## config.mk

```make
export PLATFORM = sky130hd
export DESIGN_NAME = l2_cache_flat
export DESIGN_NICKNAME = d
export VERILOG_FILES = /design/src/rtl/l2_cache_if.sv /design/src/rtl/l2_cache.sv /design/src/flat_wrapper.sv
export SDC_FILE = /design/constraint.sdc
export NUM_CORES = 2
export LEC_CHECK = 0
export ABC_CLOCK_PERIOD_IN_PS = 19930
export CORE_UTILIZATION = 50
export CTS_BUF_LIST = sky130_fd_sc_hd__clkbuf_2
export DETAILED_ROUTE_END_ITERATION = 8
export GPL_TIMING_DRIVEN = 1
export PLACE_DENSITY = 0.76
export SETUP_SLACK_MARGIN = 0.3
export SLEW_MARGIN = 20
export SYNTH_ARGS = -nofsm -noshare
export SYNTH_HDL_FRONTEND = slang
export SYNTH_SLANG_ARGS = --single-unit
```

## constraint.sdc

```tcl
create_clock -name clk -period 19.93 [get_ports clk]
set_input_delay 3.986 -clock clk [delete_from_list [all_inputs] [get_ports clk]]
set_output_delay 3.986 -clock clk [all_outputs]
set_load 0.01 [all_outputs]
```

## src/rtl/l2_cache_if.sv

```systemverilog
// L1-side request bus and memory-side line bus of the L2 cache, bundled as one interface.
// The cache takes the slave view; the L1/memory environment takes the master view.
interface l2_cache_if;
    logic         proc_read;
    logic         proc_write;
    logic [29:0]  proc_addr;
    logic [127:0] proc_wdata;
    logic [127:0] proc_rdata;
    logic         proc_ready;
    logic         mem_read;
    logic         mem_write;
    logic [27:0]  mem_addr;
    logic [127:0] mem_wdata;
    logic [127:0] mem_rdata;
    logic         mem_ready;

    modport slave (
        input  proc_read, proc_write, proc_addr, proc_wdata, mem_rdata, mem_ready,
        output proc_rdata, proc_ready, mem_read, mem_write, mem_addr, mem_wdata
    );

    modport master (
        output proc_read, proc_write, proc_addr, proc_wdata, mem_rdata, mem_ready,
        input  proc_rdata, proc_ready, mem_read, mem_write, mem_addr, mem_wdata
    );
endinterface

```

## src/rtl/l2_cache.sv

```systemverilog
// Direct-mapped, write-back, write-allocate L2 line cache between the L1 and main memory.
// state     | meaning
// IDLE      | serve hits, launch victim write-back or refill, install clean write misses
// WRITEBACK | dirty victim line being written to memory
// ALLOCATE  | requested line being fetched from memory
module l2_cache #(
    parameter int NUM_OF_SET = 16,
    parameter int SET_OFFSET = 4
) (
    input  logic       clk,
    input  logic       proc_reset,
    l2_cache_if.slave  bus
);
    localparam int TAG_W = 28 - SET_OFFSET;

    typedef enum logic [1:0] {IDLE, WRITEBACK, ALLOCATE} state_t;

    state_t                r_state;
    logic [NUM_OF_SET-1:0] r_valid;
    logic [NUM_OF_SET-1:0] r_dirty;
    logic [TAG_W-1:0]      r_tag  [NUM_OF_SET];
    logic [127:0]          r_data [NUM_OF_SET];

    logic [SET_OFFSET-1:0] w_set;
    logic [TAG_W-1:0]      w_tag;
    logic                  w_rd;
    logic                  w_wr;
    logic                  w_hit;
    logic                  w_victim_dirty;

    assign w_set          = bus.proc_addr[SET_OFFSET+1:2];
    assign w_tag          = bus.proc_addr[29:SET_OFFSET+2];
    assign w_rd           = bus.proc_read & ~bus.proc_write;
    assign w_wr           = bus.proc_write & ~bus.proc_read;
    assign w_hit          = r_valid[w_set] && (r_tag[w_set] == w_tag);
    assign w_victim_dirty = r_valid[w_set] && r_dirty[w_set];

    // Outputs are combinational so hits and memory requests are visible in the request cycle.
    always_comb begin
        bus.proc_ready = 1'b0;
        bus.proc_rdata = '0;
        bus.mem_read   = 1'b0;
        bus.mem_write  = 1'b0;
        bus.mem_addr   = '0;
        bus.mem_wdata  = '0;
        case (r_state)
            IDLE: begin
                if (w_rd || w_wr) begin
                    if (w_hit) begin
                        bus.proc_ready = 1'b1;
                        if (w_rd) bus.proc_rdata = r_data[w_set];
                    end else if (w_victim_dirty) begin
                        bus.mem_write = 1'b1;
                        bus.mem_addr  = {r_tag[w_set], w_set};
                        bus.mem_wdata = r_data[w_set];
                    end else if (w_rd) begin
                        bus.mem_read = 1'b1;
                        bus.mem_addr = bus.proc_addr[29:2];
                    end else begin
                        bus.proc_ready = 1'b1;
                    end
                end
            end
            WRITEBACK: begin
                bus.mem_write = 1'b1;
                bus.mem_addr  = {r_tag[w_set], w_set};
                bus.mem_wdata = r_data[w_set];
            end
            ALLOCATE: begin
                bus.mem_read = 1'b1;
                bus.mem_addr = bus.proc_addr[29:2];
            end
            default: ;
        endcase
    end

    always_ff @(posedge clk) begin
        if (proc_reset) begin
            r_state <= IDLE;
            r_valid <= '0;
            r_dirty <= '0;
            for (int i = 0; i < NUM_OF_SET; i++) begin
                r_tag[i]  <= '0;
                r_data[i] <= '0;
            end
        end else begin
            case (r_state)
                IDLE: begin
                    if (w_rd || w_wr) begin
                        if (w_hit) begin
                            if (w_wr) begin
                                r_data[w_set]  <= bus.proc_wdata;
                                r_dirty[w_set] <= 1'b1;
                            end
                        end else if (w_victim_dirty) begin
                            if (bus.mem_ready) begin
                                r_dirty[w_set] <= 1'b0;
                                if (w_rd) r_state <= ALLOCATE;
                            end else begin
                                r_state <= WRITEBACK;
                            end
                        end else if (w_rd) begin
                            if (bus.mem_ready) begin
                                r_data[w_set]  <= bus.mem_rdata;
                                r_tag[w_set]   <= w_tag;
                                r_valid[w_set] <= 1'b1;
                                r_dirty[w_set] <= 1'b0;
                            end else begin
                                r_state <= ALLOCATE;
                            end
                        end else begin
                            // full-line write: no fetch needed
                            r_data[w_set]  <= bus.proc_wdata;
                            r_tag[w_set]   <= w_tag;
                            r_valid[w_set] <= 1'b1;
                            r_dirty[w_set] <= 1'b1;
                        end
                    end
                end
                WRITEBACK: begin
                    if (bus.mem_ready) begin
                        r_dirty[w_set] <= 1'b0;
                        r_state        <= w_rd ? ALLOCATE : IDLE;
                    end
                end
                ALLOCATE: begin
                    if (bus.mem_ready) begin
                        r_data[w_set]  <= bus.mem_rdata;
                        r_tag[w_set]   <= w_tag;
                        r_valid[w_set] <= 1'b1;
                        r_dirty[w_set] <= 1'b0;
                        r_state        <= IDLE;
                    end
                end
                default: r_state <= IDLE;
            endcase
        end
    end
endmodule
```

## src/flat_wrapper.sv

```systemverilog
// flat-port wrapper written by rule: the top's interface ports become plain ports
module l2_cache_flat 
#(
    parameter int NUM_OF_SET = 16,
    parameter int SET_OFFSET = 4
)
  (clk, proc_reset, bus_proc_read, bus_proc_write, bus_proc_addr, bus_proc_wdata, bus_mem_rdata, bus_mem_ready, bus_proc_rdata, bus_proc_ready, bus_mem_read, bus_mem_write, bus_mem_addr, bus_mem_wdata);
  l2_cache_if bus_i ();
  input  logic clk;
  input  logic proc_reset;
  input wire logic [$bits(bus_i.proc_read)-1:0] bus_proc_read;
  input wire logic [$bits(bus_i.proc_write)-1:0] bus_proc_write;
  input wire logic [$bits(bus_i.proc_addr)-1:0] bus_proc_addr;
  input wire logic [$bits(bus_i.proc_wdata)-1:0] bus_proc_wdata;
  input wire logic [$bits(bus_i.mem_rdata)-1:0] bus_mem_rdata;
  input wire logic [$bits(bus_i.mem_ready)-1:0] bus_mem_ready;
  output wire logic [$bits(bus_i.proc_rdata)-1:0] bus_proc_rdata;
  output wire logic [$bits(bus_i.proc_ready)-1:0] bus_proc_ready;
  output wire logic [$bits(bus_i.mem_read)-1:0] bus_mem_read;
  output wire logic [$bits(bus_i.mem_write)-1:0] bus_mem_write;
  output wire logic [$bits(bus_i.mem_addr)-1:0] bus_mem_addr;
  output wire logic [$bits(bus_i.mem_wdata)-1:0] bus_mem_wdata;
  assign bus_i.proc_read = bus_proc_read;
  assign bus_i.proc_write = bus_proc_write;
  assign bus_i.proc_addr = bus_proc_addr;
  assign bus_i.proc_wdata = bus_proc_wdata;
  assign bus_i.mem_rdata = bus_mem_rdata;
  assign bus_i.mem_ready = bus_mem_ready;
  assign bus_proc_rdata = bus_i.proc_rdata;
  assign bus_proc_ready = bus_i.proc_ready;
  assign bus_mem_read = bus_i.mem_read;
  assign bus_mem_write = bus_i.mem_write;
  assign bus_mem_addr = bus_i.mem_addr;
  assign bus_mem_wdata = bus_i.mem_wdata;
  l2_cache #(.NUM_OF_SET(NUM_OF_SET), .SET_OFFSET(SET_OFFSET)) u_core (.clk(clk), .proc_reset(proc_reset), .bus(bus_i));
endmodule
```

== After elaboration in Yosys (flattened, before gate mapping) ==
Memories as Yosys holds them, arrays and structs flattened.
Cells that the tools add are included.
Cells by class
  magnitude comparators: 2
  equal/unequal tests: 12
  mux-type cells: 92
  bitwise gates (word level): 13
  reductions and logical operators: 13
Operator list (count)
  2-to-1 mux 128 bit: 11
  one-hot mux 128 bit (2 select lines): 1
  2-to-1 mux 16 bit: 11
  OR reduction 128 bit: 1
  2-to-1 mux 28 bit: 4
  one-hot mux 28 bit (3 select lines): 1
  2-to-1 mux 24 bit: 3
  one-hot mux 16 bit (2 select lines): 2
  2-to-1 mux 1 bit: 41
  bitwise OR 16 bit: 2
  equality test 24 bit: 1
  OR reduction 24 bit: 1
  2-to-1 mux 2 bit: 10
  AND 16 bit: 1
  inverter 16 bit: 1
  != test 3 x 2 -> 1 bit (second input constant): 3
  binary-select mux 1 bit (select 4 bit): 2
  2-to-1 mux 4 bit: 2
  != test 2 bit (second input constant): 4
  AND reduction 7 bit: 1
  one-hot mux 2 bit (3 select lines): 1
  < comparator 4 x 5 -> 1 bit (second input constant): 1
  bitwise OR 1 bit: 5
  demux 1 bit (select 4 bit): 1
  other kinds (15): 21
Word-level totals
  register bits: 34
  bits in writable memories: 2432
  output and inout bits: 287
  memories: 2
Memories
  u_core.r_data: depth 16, width 128, read ports 1, clocked after Yosys merged registers in 0, wr ports 16, line l2_cache.sv:22  | logic [127:0] r_data [NUM_OF_SET];
  u_core.r_tag: depth 16, width 24, read ports 1, clocked after Yosys merged registers in 0, wr ports 16, line l2_cache.sv:21  | logic [TAG_W-1:0] r_tag [NUM_OF_SET];

== Longest topological paths before layout ==
  word-level depth: 14
  depth in mapped cells: 18
  depth with buffers taken out: 9

== Least setup slack after synthesis ==
Ideal clock, no wire load.
  path type: input-to-reg
  from: input bus_proc_addr[2]
  to: memory u_core.r_data[12][0], enable pin
  library setup time: 0.792 ns
  arrival time: 16.145 ns
  slack: 2.993 ns
  cell stages on the path: 17
  path buffers: 8
  cell sequence: buf_6 > buf_8 > buf_6 > buf_8 > buf_6 > mux2i_1 > a22oi_1 > nand2_1 > mux2_2 > or3_1 > or4_4 > nor4_4 > o31ai_2 > buf_4 > buf_6 > buf_2 > o21ai_0
RTL lines
  start: declaration: line flat_wrapper.sv:13  | input wire logic [$bits(bus_i.proc_addr)-1:0] bus_proc_addr;
  end: declaration: line l2_cache.sv:22

== Final worst setup path ==
  from: input bus_proc_addr[3]
  to: output bus_proc_rdata[87]
Between the ends
  longest elaborated chain between the ends: 6
RTL lines
  memory read (16 x 24 bit) / binary-select mux 1 bit (select 4 bit) (equally long branches)
  equality test 24 bit / 2-to-1 mux 1 bit (equally long branches): line l2_cache.sv:35  | assign w_hit = r_valid[w_set] && (r_tag[w_set] == w_tag);
  logical AND 1 bit: line l2_cache.sv:35
  2-to-1 mux 128 bit *: line l2_cache.sv:49  | if (w_hit) begin
  2-to-1 mux 128 bit *: line l2_cache.sv:48  | if (w_rd || w_wr) begin
  2-to-1 mux 128 bit *: line l2_cache.sv:46  | case (r_state)
  end: declaration: line flat_wrapper.sv:17  | output wire logic [$bits(bus_i.proc_rdata)-1:0] bus_proc_rdata;
Mark *: on every way between the ends. The rest lies on a longest branch, timed or not. The select of a mux whose other input is x is not followed.

==> impl_metrics.py <==
metrics = {
    "hold_path": {
        "hp-class": "flip-flop to flip-flop",
        "worst_hold_startpoint": "u_core.r_valid[3]",
        "hold-path-cell-count": 2,
        "holdPathEnd": "u_core.r_valid[3]",
    },
    "yosys": {
        "async_reset_ff_frac": 0,
        "synth_nets": 8132,
        "yosys_most_used_dff": "edfxtp_1",
        "synth_top_area_cell": "edfxtp_1",
        "synth.distinct_cells": 73,
        "synthTopCellsByArea": "edfxtp_1, mux4_2, a211oi_1",
        "synth_most_common_cell": "edfxtp_1",
        "yosysSeqAreaShare": 0.621,
        "ys_seq_elements": 2466,
        "syn_avg_cell_area_um2": 15.1,
        "synth_edf_count": 2432,
        "netlist_top_cells_count": "edfxtp_1, a211oi_1, mux4_2",
        "synth_top_area_share": 0.615,
        "syn_inst": 7835,
        "yosys_warnings": 0,
        "netlist_area_um2": 119000,
    },
    "power_and_ir_drop": {
        "total_power_mw": 10.7,
        "ir_drop_mv": 0.0682,
        "seqPwrFrac": 0.559,
        "power_leakage_nw": 41.1,
        "power_density_nw_per_um2": 81.5,
        "p_int_mw": 7.56,
        "power.switching_mw": 3.11,
        "combPwrFrac": 0.132,
        "switching_share": 0.292,
        "clkPwrFrac": 0.309,
    },
    "global_route": {
        "antenna_found_initial": 34,
        "grt_pass1_wl_mm": 554,
        "grt_max_degree": 250,
        "grt-ovfl-total": 0,
        "grt_pass1_vias": 81400,
        "grt_use_total": 0.320,
    },
    "timing": {
        "fin_crit_ns": 15.07,
        "setup_viol_count_final": 0,
        "skew_ns": 0.192,
        "hold_violations": 0,
        "drv_slew": 0,
        "slew_headroom": 0.102,
        "rsz0062_at_grt": "no",
        "finalCritPeriodShare": 0.756,
        "finalSetupTns_ns": 0,
        "worstMarginPinSlew_ns": 1.35,
        "fmax_mhz": 66.3,
    },
    "setup_path": {
        "critPathArrivalTime_ns": 11.09,
        "worstReg2RegEnd": "u_core.r_data[14][70]",
        "crit_fanout": 85,
        "crit_path_start_kind": "primary input",
        "crit_path_end_kind": "primary output",
        "ff2ff_setup_slack_ns": 12.34,
        "reg2reg_from": "u_core.r_tag[6][8]",
        "criticalPathCategory": "primary input to primary output",
        "rr_worst_depth": 13,
        "cp.required_ns": 15.94,
    },
    "clock_network": {
        "cts_made_buffers": 627,
        "cts_tree": "yes",
        "clock-sinks": 2466,
        "cts-resized-gates": 0,
        "insertion_delay_ns": 2.04,
        "h-tree-depth": 6,
        "path_clk_slew_ns": 0.10,
        "postCtsHoldBufs": 0,
        "cts_root_buf": "clkbuf_2",
        "clockBufferDepth": 4,
        "cts_setup_buffers": 0,
    },
    "finish": {
        "nets": 8407,
        "regArea_um2": 73700,
        "multi_input_area_um2": 40600,
        "area_delta_synth_final_pct": 10.3,
        "drive_gt1_frac": 0.241,
        "fillers": 18500,
    },
    "detailed_routing": {
        "maxUsedRoutingLayer": "met5",
        "wl_per_cell_um": 33.5,
        "via_count": 83300,
        "routed-wl-met3_mm": 58.6,
        "drc_errors": 0,
        "drt_wl_total_mm": 390,
        "vias_per_cell": 7.15,
        "met1Wirelength_mm": 131,
        "dr_wl_met2_mm": 177,
        "dr.pass1.iters": 6,
        "first_iter_violations": 12800,
        "ant_nets": 0,
    },
    "die": {
        "rows": 178,
        "coreArea_um2": 236000,
        "pin_count": 578,
        "start_util": 0.504,
        "die_area_um2": 239000,
        "fp.dieH_um": 489,
        "die_w_um": 489,
    },
    "run": {
        "cap_viol_max_count": 0,
    },
    "placed_design": {
        "place.gp.congestion": 0.871,
        "dp.final_hpwl_mm": 199,
        "io_buffers": 575,
    },
    "outcome": {
        "outcome": "completed",
    },
}
==> logic make-up after synthesis <==
kind of cell    share of synthesized area
compound gates                      0.147
mux                                 0.143
buf+inv                            0.0430
fa+ha+maj                        0.000717
flops                               0.621
simple gates                       0.0435
xor+xnor                          0.00140
==> through the flow <==
| stage | hold slack (ns) | std cells | worst slack (ns) | util | instance area [um^2] |
|---|---|---|---|---|---|
| 2_1_floorplan | 0.420 | 7835 | 2.99 | - | 119000 |
| 4_1_cts | 0.468 | 11600 | 4.86 | 0.554 | 131000 |
| 3_5_place_dp | 0.443 | 10600 | 4.87 | 0.532 | 125000 |
| 5_1_grt | 0.482 | 11600 | 4.69 | 0.555 | 131000 |
| 3_3_place_gp | 0.433 | 10600 | 5.04 | 0.532 | 125000 |
| 6_report | 0.469 | 11600 | 4.86 | 0.555 | 131000 |
==> routing by layer <==
| metal | global-route usage | vias up |
|---|---|---|
| met5 | 0 | - |
| met1 | 0.413 | 41000 |
| met2 | 0.486 | 7424 |
| li1 | - | 33600 |
| met4 | 0.180 | 28 |
| met3 | 0.0912 | 1322 |
==> critical path, cell delays in order <==
cell and delay, ns:
buf_8 0.59, buf_4 0.76, buf_4 0.95, mux4_2 0.42
a221oi_1 0.80, xnor2_1 0.21, nand2_1 0.12, or4_1 0.66
nor3_1 0.22, and3_4 0.62, buf_4 0.69, and2_1 0.27
clkdlybuf4s50_1 0.57
==> power by group through the flow <==
stage	sequential, mW	combinational [mW]	clock (mW)
2_1_floorplan	6.12	0.888	0
6_report	5.96	1.41	3.30
4_1_cts	5.96	1.37	3.31
5_1_grt	5.97	1.45	3.55
3_3_place_gp	6.06	1.34	0
3_5_place_dp	6.08	1.36	0
==> registers in the layout (all words and copies together) (netlist names) <==
signal,count
u_core.r_dirty,16
u_core.r_tag,384
u_core.r_valid,16
u_core.r_state,2
u_core.r_data,2048
==> layout make-up <==
type                       instances  share of cell area
sequential                      2466               0.563
multi-input combinational       4226               0.311
timing repair buffer             742              0.0557
clock buffer                     899              0.0344
tap                             3150              0.0301
clock inverter                   108             0.00445
inverter                          47             0.00142
antenna                           11            0.000210
==> worst max-delay path by stage <==
stage	cells past startpoint	to	start	slack [ns]
6_report	13	bus_proc_rdata[87]	bus_proc_addr[3]	4.86
5_1_grt	13	bus_proc_rdata[87]	bus_proc_addr[3]	4.69
4_1_cts	13	bus_proc_rdata[87]	bus_proc_addr[3]	4.86
3_5_place_dp	13	bus_proc_rdata[87]	bus_proc_addr[3]	4.87
3_3_place_gp	13	bus_proc_rdata[75]	bus_proc_addr[3]	5.04
2_1_floorplan	17	u_core.r_data[12][0]	bus_proc_addr[2]	2.99
==> cell usage in the layout, fill, tap and decap left out, types with 77 or more instances in the layout <==
master | synthesis | layout
edfxtp_1 | 2432 | 2432
a211oi_1 | 1723 | 1723
clkbuf_2 | 0 | 899
mux4_2 | 706 | 706
clkdlybuf4s50_1 | 0 | 572
nor3_1 | 400 | 400
a21oi_1 | 278 | 275
buf_4 | 27 | 143
nand3_1 | 140 | 136
nor2b_1 | 136 | 135
and2_1 | 134 | 134
o21ai_2 | 0 | 92
clkinv_1 | 1 | 83
mux2i_1 | 81 | 81
nand2_1 | 89 | 77
(Power assumes the default switching activity.)
